File: src/rtl/obstacle_row_sequencer.sv
// Row-buffered obstacle scheduler: buffers generator rows and streams the visible rows once per frame.
// Optional STARVE_COUNT_EN adds a saturating count of frames that needed filler words.
module obstacle_row_sequencer #(
  parameter int DEPTH        = 8,
  parameter int VISIBLE_ROWS = 4,
  parameter int BLOCK_LENGTH = 128,
  parameter int SPEED        = 4
) (
  input  logic                            clk,
  input  logic                            rst,
  input  logic                            new_frame,
  input  logic                            game_over,
  input  logic [47:0]                     row_in,
  input  logic                            row_in_valid,
  output logic                            row_in_ready,
  output logic [15:0]                     obstacle,
  output logic                            obstacle_valid,
  output logic                            firstrow,
  output logic                            frame_done,
  output logic [$clog2(BLOCK_LENGTH)-1:0] block_progress,
  output logic [$clog2(DEPTH):0]          rows_available,
  output logic                            starved,
  output logic                            frame_overrun
`ifdef STARVE_COUNT_EN
  ,
  output logic [7:0]                      starve_count
`endif
);

  localparam int PW = $clog2(DEPTH);
  localparam int CW = PW + 1;
  localparam int BW = $clog2(BLOCK_LENGTH);
  localparam int RW = $clog2(VISIBLE_ROWS + 1);

  typedef enum logic [1:0] {IDLE, STREAM, ADVANCE} state_t;

  state_t        state;
  logic [47:0]   mem [DEPTH];
  logic [PW-1:0] wr_ptr, rd_ptr;
  logic [CW-1:0] count, snap, sel_count;
  logic [RW-1:0] row_idx, next_row;
  logic [1:0]    lane, next_lane;
  logic [47:0]   sel_row;
  logic [15:0]   lane_word, next_word;
  logic          next_starved;
  logic [BW:0]   sum;
  logic          push, pop, last_word;

  assign row_in_ready   = (count < CW'(DEPTH));
  assign rows_available = count;
  assign push           = row_in_valid && row_in_ready;
  assign sum            = {1'b0, block_progress} + (BW+1)'(SPEED);
  assign pop            = (state == ADVANCE) && !game_over &&
                          (sum >= (BW+1)'(BLOCK_LENGTH)) && (count != '0);
  assign last_word      = (row_idx == RW'(VISIBLE_ROWS - 1)) && (lane == 2'd2);

  // Precompute the word to be registered at the next edge; the row count used for
  // filler decisions is frozen at stream entry so late pushes cannot change a frame.
  always_comb begin
    next_row  = row_idx;
    next_lane = lane;
    if (state != STREAM) begin
      next_row  = '0;
      next_lane = '0;
    end else if (lane == 2'd2) begin
      next_row  = row_idx + RW'(1);
      next_lane = '0;
    end else begin
      next_lane = lane + 2'd1;
    end
    sel_count = (state == STREAM) ? snap : count;
    sel_row   = mem[rd_ptr + PW'(next_row)];
    case (next_lane)
      2'd0:    lane_word = sel_row[15:0];
      2'd1:    lane_word = sel_row[31:16];
      default: lane_word = sel_row[47:32];
    endcase
    next_starved = (CW'(next_row) >= sel_count);
    next_word    = next_starved ? {3'b000, next_lane, 11'd0}
                                : {lane_word[15:13], next_lane, lane_word[10:0]};
  end

  always_ff @(posedge clk) begin
    if (push) mem[wr_ptr] <= row_in;
  end

  // Frame FSM plus buffer bookkeeping; pops only ever happen in ADVANCE.
  always_ff @(posedge clk) begin
    if (rst) begin
      state          <= IDLE;
      wr_ptr         <= '0;
      rd_ptr         <= '0;
      count          <= '0;
      snap           <= '0;
      row_idx        <= '0;
      lane           <= '0;
      obstacle       <= '0;
      obstacle_valid <= 1'b0;
      firstrow       <= 1'b0;
      starved        <= 1'b0;
      frame_done     <= 1'b0;
      block_progress <= '0;
      frame_overrun  <= 1'b0;
`ifdef STARVE_COUNT_EN
      starve_count   <= '0;
`endif
    end else begin
      if (new_frame && state != IDLE) frame_overrun <= 1'b1;

      case (state)
        IDLE: begin
          if (new_frame) begin
            state          <= STREAM;
            snap           <= count;
            row_idx        <= '0;
            lane           <= '0;
            obstacle       <= next_word;
            obstacle_valid <= 1'b1;
            firstrow       <= 1'b1;
            starved        <= next_starved;
          end
        end
        STREAM: begin
          if (last_word) begin
            state          <= ADVANCE;
            obstacle       <= '0;
            obstacle_valid <= 1'b0;
            firstrow       <= 1'b0;
            starved        <= 1'b0;
            frame_done     <= 1'b1;
          end else begin
            row_idx  <= next_row;
            lane     <= next_lane;
            obstacle <= next_word;
            firstrow <= (next_row == '0);
            starved  <= next_starved;
          end
        end
        ADVANCE: begin
          state      <= IDLE;
          frame_done <= 1'b0;
          if (!game_over) begin
            if (sum >= (BW+1)'(BLOCK_LENGTH))
              block_progress <= BW'(sum - (BW+1)'(BLOCK_LENGTH));
            else
              block_progress <= BW'(sum);
          end
`ifdef STARVE_COUNT_EN
          if (snap < CW'(VISIBLE_ROWS) && starve_count != 8'hFF)
            starve_count <= starve_count + 8'd1;
`endif
        end
        default: state <= IDLE;
      endcase

      case ({push, pop})
        2'b10:   count <= count + CW'(1);
        2'b01:   count <= count - CW'(1);
        default: count <= count;
      endcase
      if (push) wr_ptr <= wr_ptr + PW'(1);
      if (pop)  rd_ptr <= rd_ptr + PW'(1);
    end
  end

endmodule

File: config.mk
export PLATFORM = sky130hd
export DESIGN_NAME = obstacle_row_sequencer
export DESIGN_NICKNAME = d
export VERILOG_FILES = /design/src/rtl/obstacle_row_sequencer.sv
export SDC_FILE = /design/constraint.sdc
export NUM_CORES = 1
export LEC_CHECK = 0
export ABC_AREA = 1
export CORE_UTILIZATION = 64
export DETAILED_ROUTE_END_ITERATION = 8
export GPL_ROUTABILITY_DRIVEN = 0
export PLACE_DENSITY = 0.84
export SYNTH_ARGS = -nofsm -noshare
export SYNTH_HDL_FRONTEND = slang
export SYNTH_SLANG_ARGS = --single-unit
File: constraint.sdc
create_clock -name clk -period 8.6 [get_ports clk]
set_input_delay 1.72 -clock clk [delete_from_list [all_inputs] [get_ports clk]]
set_output_delay 1.72 -clock clk [all_outputs]
set_load 0.05 [all_outputs]
==> results.md <==
- Worst Max-Slew Pin Slew: 1.24 ns
- CTS buffer count: 38
- Register clock-pin slew on the reported worst setup and hold paths: 0.06 ns
- Max Clock Skew: roughly 0.026 ns
- Worst Hold Path EP: frame_overrun
- Period minus WS final: slightly below 5 ns
- DRT antenna net count: 0
- Count of distinct cell types in the synthesized netlist: 28
- R2R Setup Slk: ~3.7 ns
- Vias: 11.3k
- All-Layer GR Usage: 0.293
- Final hold violations: 0
- Combinational share of power: 0.094
- Site Rows: 57
- Largest net degree at the start of global routing: 119
- Max-cap violations: 0
- Final TNS setup: 0 ns
- Clock group share of total power: 0.386
- HP Class: reg2reg
- Initial Util: 0.655
- Leading cell type in the layout, fill and taps excluded: nand2_1
- Die H: ~160 um
- First-pass GRT wire length: 57,700 um
- Max Root-Sink Buffers: 3
- Filler cell count: 1,542
- Crit path DAT: approximately 5.3 ns
- Most frequent cells in the layout: nand2_1 (515), edfxtp_1 (336), nand3_1 (191)
- Overflow after GRT: 0
- Reg2Reg Depth: 17
- F_max: about 200 MHz
- Clock Latency Late Sink: 0.53 ns
- Core area: 24,400 um2
- Leakage: 7.06 nW
- RSZ-0062 raised after global routing: false
- Routed vias/inst: 5.87
- # setup viols final: 0
- Net Sw Power: 0.948 mW
- WL final: 36,900 um
- CTS tree: done
- Post-synthesis cell area: between 15,000 and 20,000 um2
- Critical Setup Path Class: reg2reg
- P&R area growth vs syn: 13.6%
- Hold Path Depth: 2
- Die X-Extent: 160 um
- Vias in the first global route: 11.2k
- First-pass iteration count of the detailed router: 6
- Hold path start: frame_overrun
- Die Footprint: 25,600 um2
- Status: complete, no violations
- Total power: 4.03 mW
- Synth Register Bits: 383
- Slew Limit Fails: 0
- Period utilisation layout: 0.569
- Cell count after synthesis: 1,513
- Reg2reg start: lane[0]
- Sequential share of power: 0.519
- Initial antenna violation count: 0
- Layout Nets: 1,635
- CTS Hold Buffers Added: 0
- Syn_area_per_cell: 10.6 um2
- P per Cell Area: 222 nW/um2
- Yosys warnings: 0
- Starting DRT DRC Count: 1,375
- Sequential fraction of the synthesis area: 0.690
- H-tree levels: 2
- Sw Ratio: 0.235
- CP endpoint kind: flop
- Crit-path max FO: 118
- Antenna cells: 0
- Postcts setup bufs: 0
- WL per Instance: 19.2 um
- IO Pins: 86
- CTS sink cnt: 383
- Slew headroom: 0.173
- Critical Path RT: 9.04 ns
- P_int: 3.09 mW
- Crit path launch type: flop
- Proportion of layout cells with a drive suffix above 1: 0.0570
- CTS resizes: 0
- Port Buf Inserts: 77
- Worst ir drop on vdd: roughly 0.15 mV
- HPWL Detailed: 20,000 um
- CTS Root Cell: clkbuf_16
- Drt drc: 0
- Reg2reg end: obstacle[5]
[worst max-delay path by stage]
| stage | from | to | slack [ns] | cells after the start |
|---|---|---|---|---|
| CTS | lane[0] | obstacle[5] | 3.82 | 17 |
| finish | lane[0] | obstacle[5] | 3.71 | 17 |
| detailed placement | lane[0] | obstacle[5] | 3.84 | 17 |
| global placement | lane[0] | obstacle[5] | 3.95 | 17 |
| global route | lane[0] | obstacle[0] | 3.45 | 17 |
| floorplan | row_in_valid | mem[0][0] | 4.32 | 4 |
[cell type report]
| type | instances | area, um2 | share of cell area |
|---|---|---|---|
| clock buffers | 52 | 1020 | 0.0564 |
| clock inverters | 16 | 144 | 0.00792 |
| inverters | 136 | 513 | 0.0283 |
| multi-input cells | 917 | 4160 | 0.229 |
| flip-flops and latches | 383 | 11000 | 0.607 |
| well taps | 324 | 405 | 0.0223 |
| repair buffers | 92 | 883 | 0.0486 |
[through the flow]
| step | setup WS [ns] | utilization | instances | hold WS, ns | area [um2] |
|---|---|---|---|---|---|
| 2_1_floorplan | 4.32 | - | 1514 | 0.446 | 16000 |
| 3_3_place_gp | 3.95 | 0.697 | 1852 | 0.440 | 17000 |
| 3_5_place_dp | 3.84 | 0.697 | 1852 | 0.444 | 17000 |
| 4_1_cts | 3.82 | 0.744 | 1920 | 0.450 | 18200 |
| 5_1_grt | 3.45 | 0.744 | 1920 | 0.467 | 18200 |
| 6_report | 3.71 | 0.744 | 1920 | 0.448 | 18200 |
[metal layers]
metal  GRT usage  wire length (um)  share of wire
met1       0.377             13600           0.37
met2       0.483             18000           0.49
met3      0.0496              3730           0.10
met4       0.151              1550          0.042
met5           0                 0              0
[registers in the layout (all words and copies together) (netlist names), 2 cells and up]
register / flops
mem: 336
block_progress: 5
rows_available: 4
obstacle: 16
wr_ptr: 3
lane: 2
rd_ptr: 3
snap: 4
state: 2
row_idx: 3
[power by group through the flow]
stage	clock (mW)	sequential (mW)	combinational, mW
floorplan	0	2.17	0.193
global placement	0	2.13	0.359
detailed placement	0	2.13	0.371
CTS	1.57	2.10	0.376
global route	1.64	2.10	0.413
finish	1.56	2.10	0.380
[worst max-delay path, cell delays in order (launching register included)]
cell and delay (ns):
dfxtp_1 0.31, inv_2 0.54, nand2_2 0.16, xor2_1 0.20
nor2_1 0.23, ha_4 0.47, inv_4 1.00, buf_4 0.63
nand2_1 0.13, nand2_1 0.10, nand2_1 0.06, nand3_1 0.10
nand2_1 0.09, inv_1 0.07, nand2_1 0.05, nand3_1 0.24
nand3_1 0.13, a21oi_1 0.17
[cell families after synthesis]
family / Yosys count / synth area share
xor+xnor: 4 / 0.00219
buf+inv: 214 / 0.0548
compound gates: 137 / 0.0455
simple gates: 760 / 0.195
other cells: 1 / 0.000235
fa+ha+maj: 14 / 0.0119
flops: 383 / 0.690
[cells in the mapped netlist]
master,number,area (um2)
nand2_1,515,1930
edfxtp_1,336,10100
nand3_1,191,956
inv_1,129,484
a21oi_1,96,480
dfxtp_1,47,941
nor2_1,41,154
clkbuf_1,27,101
buf_2,25,125
o21ai_0,25,125
buf_1,18,67.6
a22oi_1,13,97.6
ha_1,12,150
buf_4,5,37.5
inv_2,5,18.8
nand2_2,4,25.0
nor2_2,4,25.0
buf_6,3,33.8
nand4_1,3,18.8
xor2_1,3,26.3
clkinv_1,2,7.51
fa_1,2,40.0
or2_2,2,12.5
a21boi_0,1,7.51
a221oi_1,1,8.76
conb_1,1,3.75
o21a_1,1,7.51
xnor2_1,1,8.76
(Power assumes the default switching activity.)
